==> config.mk <==
export PLATFORM = sky130hd
export DESIGN_NAME = serial_compare_ctrl_flat
export DESIGN_NICKNAME = d
export VERILOG_FILES = /design/src/rtl/serial_compare_ctrl_if.sv /design/src/rtl/serial_compare_ctrl.sv /design/src/flat_wrapper.sv
export SDC_FILE = /design/constraint.sdc
export NUM_CORES = 1
export LEC_CHECK = 0
export ABC_AREA = 0
export BUFFER_PORTS_ARGS = -buffer_cell sky130_fd_sc_hd__buf_2
export CAP_MARGIN = 25
export CORE_MARGIN = 2
export CORE_UTILIZATION = 40
export DETAILED_ROUTE_END_ITERATION = 8
export GPL_ROUTABILITY_DRIVEN = 0
export SLEW_MARGIN = 20
export SYNTH_ARGS = -nofsm -noshare
export SYNTH_HDL_FRONTEND = slang
export SYNTH_SLANG_ARGS = --single-unit
==> constraint.sdc <==
create_clock -name clk -period 4 [get_ports clk]
set_clock_uncertainty 0.15 [all_clocks]
set_input_delay 0.8 -clock clk [delete_from_list [all_inputs] [get_ports clk]]
set_output_delay 0.8 -clock clk [all_outputs]
set_load 0.1 [all_outputs]
==> src/rtl/serial_compare_ctrl_if.sv <==
// Operand/handshake bundle between the operand registers, the sequencer and
// the shared single-bit equality comparator.
interface serial_compare_ctrl_if #(
    parameter int unsigned WIDTH = 8
);
    logic             start;
    logic             abort;
    logic [WIDTH-1:0] a;
    logic [WIDTH-1:0] b;
    logic             cmp_x;
    logic             cmp_y;
    logic             cmp_z;
    logic             busy;
    logic             done;
    logic             eq;
    logic             gt;
    logic             lt;

    // Requester side: supplies operands and comparator result, observes status.
    modport master (
        output start, abort, a, b, cmp_z,
        input  cmp_x, cmp_y, busy, done, eq, gt, lt
    );

    // Sequencer side.
    modport slave (
        input  start, abort, a, b, cmp_z,
        output cmp_x, cmp_y, busy, done, eq, gt, lt
    );
endinterface

==> src/rtl/serial_compare_ctrl.sv <==
// Bit-serial WIDTH-bit magnitude compare, MSB first, through an external
// 1-bit equality comparator; exits at the first differing bit.
module serial_compare_ctrl #(
    parameter int unsigned WIDTH = 8,
    parameter int unsigned CNT_W = $clog2(WIDTH)
) (
    input logic                  clk,
    input logic                  reset,
    serial_compare_ctrl_if.slave bus
);
    typedef enum logic [1:0] {
        S_IDLE    = 2'd0,
        S_COMPARE = 2'd1,
        S_DONE    = 2'd2
    } state_e;

    state_e           state_q;
    logic [WIDTH-1:0] sra_q;
    logic [WIDTH-1:0] srb_q;
    logic [CNT_W-1:0] cnt_q;
    logic             busy_q;
    logic             done_q;
    logic             eq_q;
    logic             gt_q;
    logic             lt_q;

    always_ff @(posedge clk or posedge reset) begin
        if (reset) begin
            state_q <= S_IDLE;
            sra_q   <= '0;
            srb_q   <= '0;
            cnt_q   <= '0;
            busy_q  <= 1'b0;
            done_q  <= 1'b0;
            eq_q    <= 1'b0;
            gt_q    <= 1'b0;
            lt_q    <= 1'b0;
        end else begin
            done_q <= 1'b0;
            case (state_q)
                S_IDLE: begin
                    if (bus.start && !bus.abort) begin
                        sra_q   <= bus.a;
                        srb_q   <= bus.b;
                        cnt_q   <= CNT_W'(WIDTH - 1);
                        eq_q    <= 1'b0;
                        gt_q    <= 1'b0;
                        lt_q    <= 1'b0;
                        busy_q  <= 1'b1;
                        state_q <= S_COMPARE;
                    end
                end
                S_COMPARE: begin
                    // Abort beats a result; the current MSB pair is on cmp_x/cmp_y.
                    if (bus.abort) begin
                        busy_q  <= 1'b0;
                        state_q <= S_IDLE;
                    end else if (!bus.cmp_z) begin
                        gt_q    <= sra_q[WIDTH-1];
                        lt_q    <= ~sra_q[WIDTH-1];
                        done_q  <= 1'b1;
                        state_q <= S_DONE;
                    end else if (cnt_q == '0) begin
                        eq_q    <= 1'b1;
                        done_q  <= 1'b1;
                        state_q <= S_DONE;
                    end else begin
                        sra_q <= {sra_q[WIDTH-2:0], 1'b0};
                        srb_q <= {srb_q[WIDTH-2:0], 1'b0};
                        cnt_q <= cnt_q - CNT_W'(1);
                    end
                end
                S_DONE: begin
                    busy_q  <= 1'b0;
                    state_q <= S_IDLE;
                end
                default: begin
                    busy_q  <= 1'b0;
                    state_q <= S_IDLE;
                end
            endcase
        end
    end

    // Comparator inputs are only live while a compare is in progress.
    assign bus.cmp_x = (state_q == S_COMPARE) ? sra_q[WIDTH-1] : 1'b0;
    assign bus.cmp_y = (state_q == S_COMPARE) ? srb_q[WIDTH-1] : 1'b0;
    assign bus.busy  = busy_q;
    assign bus.done  = done_q;
    assign bus.eq    = eq_q;
    assign bus.gt    = gt_q;
    assign bus.lt    = lt_q;
endmodule

==> src/flat_wrapper.sv <==
// flat-port wrapper written by rule: the top's interface ports become plain ports
module serial_compare_ctrl_flat 
#(
    parameter int unsigned WIDTH = 8,
    parameter int unsigned CNT_W = $clog2(WIDTH)
)
  (clk, reset, bus_start, bus_abort, bus_a, bus_b, bus_cmp_z, bus_cmp_x, bus_cmp_y, bus_busy, bus_done, bus_eq, bus_gt, bus_lt);
  serial_compare_ctrl_if #(.WIDTH(WIDTH)) bus_i ();
  input logic clk;
  input logic reset;
  input wire logic [$bits(bus_i.start)-1:0] bus_start;
  input wire logic [$bits(bus_i.abort)-1:0] bus_abort;
  input wire logic [$bits(bus_i.a)-1:0] bus_a;
  input wire logic [$bits(bus_i.b)-1:0] bus_b;
  input wire logic [$bits(bus_i.cmp_z)-1:0] bus_cmp_z;
  output wire logic [$bits(bus_i.cmp_x)-1:0] bus_cmp_x;
  output wire logic [$bits(bus_i.cmp_y)-1:0] bus_cmp_y;
  output wire logic [$bits(bus_i.busy)-1:0] bus_busy;
  output wire logic [$bits(bus_i.done)-1:0] bus_done;
  output wire logic [$bits(bus_i.eq)-1:0] bus_eq;
  output wire logic [$bits(bus_i.gt)-1:0] bus_gt;
  output wire logic [$bits(bus_i.lt)-1:0] bus_lt;
  assign bus_i.start = bus_start;
  assign bus_i.abort = bus_abort;
  assign bus_i.a = bus_a;
  assign bus_i.b = bus_b;
  assign bus_i.cmp_z = bus_cmp_z;
  assign bus_cmp_x = bus_i.cmp_x;
  assign bus_cmp_y = bus_i.cmp_y;
  assign bus_busy = bus_i.busy;
  assign bus_done = bus_i.done;
  assign bus_eq = bus_i.eq;
  assign bus_gt = bus_i.gt;
  assign bus_lt = bus_i.lt;
  serial_compare_ctrl #(.WIDTH(WIDTH), .CNT_W(CNT_W)) u_core (.clk(clk), .reset(reset), .bus(bus_i));
endmodule
# [Yosys cells after proc, flatten, opt, wreduce, memory -nomap -nowiden]
# Cells that the tools add are included.
[totals] register_bits=26 inputBits=21 out_inout_bits=7 wordCells=70
[op_classes] addsub=1 eq_ne=9 muxes=40 bitwise=1 n_reduce_logical=10
[op_table] operator="$mux W8" n=8
[op_table] operator="$pmux W8 S2" n=2
[op_table] operator="$mux W1" n=16
[op_table] operator="$mux W3" n=4
[op_table] operator="$ne A2 B2 Y1 const B" n=5
[op_table] operator="$reduce_and A5 Y1" n=2
[op_table] operator="$mux W2" n=4
[op_table] operator="$pmux W1 S2" n=4
[op_table] operator="$pmux W3 S2" n=1
[op_table] operator="$ne A2 B1 Y1 const B" n=2
[op_table] operator="$ne A4 B3 Y1 const B" n=1
[op_table] operator="$pmux W2 S2" n=1
[op_table] operator="$reduce_and A2 Y1" n=2
[op_table] operator="$reduce_and A4 Y1" n=1
[op_table] operator="$logic_not A3 Y1" n=1
[op_table] operator="$sub A3 B1 Y3 const B" n=1
[op_table] operator="$eq A2 B1 Y1 const B" n=1
[op_table] operator="$logic_not A2 Y1" n=1
[op_table] operator="$reduce_bool A2 Y1" n=1
[op_table] operator="$logic_and A1 B1 Y1" n=1
[op_table] operator="$logic_not A1 Y1" n=1
[op_table] operator="$not A1 Y1" n=1

# [Logic depth before layout (Yosys ltp)]
[depth] word_depth=5 depth_mapped=6 ltp_nobuf=5

# [Worst setup path after synthesis]
# No wires, ideal clock.
[synth_path] path_type="register -> output" from="register u_core.state_q[1]" to="output port bus_cmp_x" arrival_ps=2115 setup_slack_ps=935 stages_incl_launch_ff=4 cell_sequence="dfrtp_1 -> nand2b_1 -> clkbuf_1 -> nor2_1"
[synth_between] elab_chain_cells=2
[synth_lines] item="start, declared" line_no="serial_compare_ctrl.sv:17" rtl="state_e state_q;"
[synth_lines] item="start signal, assigned" line_no="serial_compare_ctrl.sv:29" rtl="state_q <= S_IDLE;"
[synth_lines] item="start signal, assigned" line_no="serial_compare_ctrl.sv:50" rtl="state_q <= S_COMPARE;"
[synth_lines] item="start signal, assigned" line_no="serial_compare_ctrl.sv:57" rtl="state_q <= S_IDLE;"
[synth_lines] item="$eq A2 B1 Y1" line_no="serial_compare_ctrl.sv:86" rtl="assign bus.cmp_x = (state_q == S_COMPARE) ? sra_q[WIDTH-1] : 1'b0;"
[synth_lines] item="$mux W1" line_no="serial_compare_ctrl.sv:86"
[synth_lines] item="end, declared" line_no="flat_wrapper.sv:16" rtl="output wire logic [$bits(bus_i.cmp_x)-1:0] bus_cmp_x;"
# Every way passes these cells.

# [Worst setup path in the final report]
# Ends and elaborated chain as after synthesis.

==> metrics.md <==
| Metric | Value |
|---|---|
| CTS root buffer | clkbuf_4 |
| Clk pin slew, worst setup/hold paths | between 0.1 and 0.15 ns |
| Setup_tns | 0 ns |
| Synthesized-area fraction occupied by and/or/nand/nor cells | 0.09747 |
| Seq/Total Area, Yosys | 0.5068 |
| Slowest cell on the critical path | dfrtp_1 |
| Most frequent cell after synthesis | dfrtp_1 |
| Yosys Warn Count | 0 |
| DR pass1 iterations | 4 |
| RSZ-0062 raised after global routing | no |
| Initial Util | 0.4205 |
| RR Endpoint | u_core.srb_q[5] |
| VDD IR-drop max | between 0.3 and 0.4 mV |
| Status | completed |
| CTS Sinks | 26 |
| Syn_area_per_cell | between 10 and 15 um2 |
| Chip width | a little over 60 um |
| Final hold vios | 0 |
| Compound-Gate Fraction of Synth Area | 0.07310 |
| Most frequent cells after synthesis | dfrtp_1 (26), mux2_2 (24), inv_1 (7) |
| Crit Path Category | reg2out |
| Max_cap viols | 0 |
| Final HPWL DP | between 1.5 and 2 mm |
| Initial DRC Count | 11 |
| Critical Path, Cell by Cell | nand2b_1, buf_4, nor2_1, buf_2 |
| RR Startpoint | u_core.state_q[0] |
| Pwr per Cell Area | 455.1 nW/um2 |
| Die Height | 60.65 um |
| Top_reg_cell synth | dfrtp_1 |
| Drt total wl | ~2.2 mm |
| Req. time, crit path | approximately 3.1 ns |
| Synth top area share | 0.5068 |
| Post-synthesis cell count | a little over 100 |
| Avg WL per Cell | between 10 and 15 um |
| GR Util All Layers | 0.1404 |
| Worst path max stage delay | 0.46 ns |
| Initial antenna violation count | 0 |
| Setup repair bufs after CTS | 0 |
| CTS Hold Buffers Added | 0 |
| Mapped Nets | approximately 130 |
| HP Class | in2async |
| Total CTS buffers | 3 |
| Post-synthesis cell type count | 25 |
| Share of layout cells above drive strength 1 | 0.4470 |
| FF-to-FF setup slack | slightly above 2 ns |
| Fin crit share | 0.6767 |
| FFs w/ async S/R, synth | 1.000 |
| Dominant cell type by area after synthesis | dfrtp_1 |
| Worst-Skew Late Latency | between 0.3 and 0.4 ns |
| Final-report max-slew violation count | 0 |
| Tmin final | 2.707 ns |
| Maximum clock rate | approximately 0.37 GHz |
| CTS tree | yes |
| Vias in the first global route | 880 |
| Register-to-Register Path Depth | 3 |
| Synth Area in Adders | 0.01949 |
| Yosys reg bits | 26 |
| Core area | 3053 um2 |
| I/O pin cnt | 28 |
| Top cell family by delay on the critical path | buffers and inverters |
| CP Launch Type | register |
| Final Util | 0.4992 |
| Post-synth EDFFs | 0 |
| Htree depth | 1 |
| Final setup fails | 0 |
| Inserted Diodes | 0 |
| Synth top area cells | dfrtp_1 (51%), mux2_2 (21%), mux2i_1 (3.1%), mux2_1 (2.6%), inv_1 (2.0%) |
| Buf+Inv Stages, Crit Path | 2 |
| Grt ovf | 0 |
| Vias per inst | 4.886 |
| Slew of the pin with the lowest slew margin | approximately 0.74 ns |
| # rows | 20 |
| CTS max path bufs | 2 |
| Routed Antenna Nets | 0 |
| Syn-to-layout area delta | 18.71% |
| Via count | 860 |
| First-pass GRT wire length | roughly 3.8 mm |
| I/O Buffers | 27 |
| Post-synthesis mux area share | 0.2680 |
| Largest net degree at the start of global routing | 27 |
| Die footprint | 3678 um2 |
| DRC violation count after routing | 0 |
| Worst-path fanout max | 21 |
| Post-cts gate resize count | 0 |
| Max_slew headroom | 0.4973 |
| Leakage | slightly above 0.7 nW |
| Largest family of logic cells by synthesized area | multiplexers |
| CP endpoint kind | output port |
| Mapped cell area | 1284 um2 |
| Post-synthesis xor/xnor area fraction | 0 |
| CP arrival | approximately 1.8 ns |
| Fin nets | around 160 |
## worst reg2reg max path: stages, from the launching register on
cell and delay [ns]:
dfrtp_1 0.47, or4b_4 0.59, o21ai_4 0.24, mux2_2 0.40
## worst max path at each step
stage | start | endpoint | slack (ns) | cells past startpoint
after floorplan | u_core.state_q[1] | bus_cmp_x | 0.94 | 3
after detailed placement | bus_abort | u_core.srb_q[2] | 1.56 | 4
final | u_core.state_q[1] | bus_cmp_x | 1.29 | 4
after global placement | bus_abort | u_core.srb_q[6] | 1.58 | 4
after global routing | u_core.state_q[1] | bus_cmp_x | 1.15 | 4
after CTS | u_core.state_q[1] | bus_cmp_x | 1.27 | 4
## where the power goes
group | internal (mW) | leakage [nW] | switching (mW) | total [mW]
combinational | 0.0877 | 0.376 | 0.123 | 0.211
clock | 0.0556 | 0.0210 | 0.0734 | 0.129
sequential | 0.325 | 0.312 | 0.0292 | 0.354
total | 0.468 | 0.708 | 0.225 | 0.694
## layout by cell type (no fill, tap or decap), types with 2 or more instances in the layout
master	count
nor2_1	4
mux2_2	24
mux2_1	3
buf_2	27
o21ai_0	5
inv_1	6
nand2_1	2
a211oi_1	2
nand2b_1	3
mux2i_1	4
clkbuf_4	3
nor2b_1	4
nand3_1	3
ha_1	2
dfrtp_1	26
## kinds of logic after synthesis
kind of cell	count (synthesis)
AO/OA/AOI/OAI	13
adder cells (fa/ha/maj)	2
buffers and inverters	10
multiplexers	31
flip-flops	26
AND/OR/NAND/NOR	20
## metrics by stage
step                      total power [mW]  std cells  instance area (um2)  worst slack [ns]  hold slack (ns)
after floorplan                     0.5277        102                 1284            0.9355           0.3041
after global placement              0.5651        171                 1463             1.580           0.3204
after detailed placement            0.5713        171                 1463             1.560           0.3202
after CTS                           0.7051        175                 1499             1.267           0.3522
after global routing                0.7456        176                 1524             1.147           0.1803
final                               0.6936        176                 1524             1.293           0.1987
## cell type report
cell class                      count  area [um2]
Fill cell                         290        1529
Sequential cell                    26       650.6
Multi-Input combinational cell     66       588.1
Timing Repair Buffer               29       167.7
Tap cell                           44       55.05
Clock buffer                        4       36.28
Inverter                            7       26.28
## sequential cells by signal, summed over array words and instances (netlist names)
name             flops
u_core.bus.lt        1
u_core.bus.busy      1
u_core.bus.gt        1
u_core.srb_q         8
u_core.cnt_q         3
u_core.sra_q         8
u_core.bus.done      1
u_core.state_q       2
u_core.bus.eq        1
## layer usage
metal  share of wire  track usage  vias to the layer above
li1                -            -                      423
met4          0.0084      0.03727                        0
met3           0.055      0.04478                        2
met5               0            0                        -
met2            0.49       0.2458                       22
met1            0.45       0.1664                      413
Power figures use the tool's default switching activity.
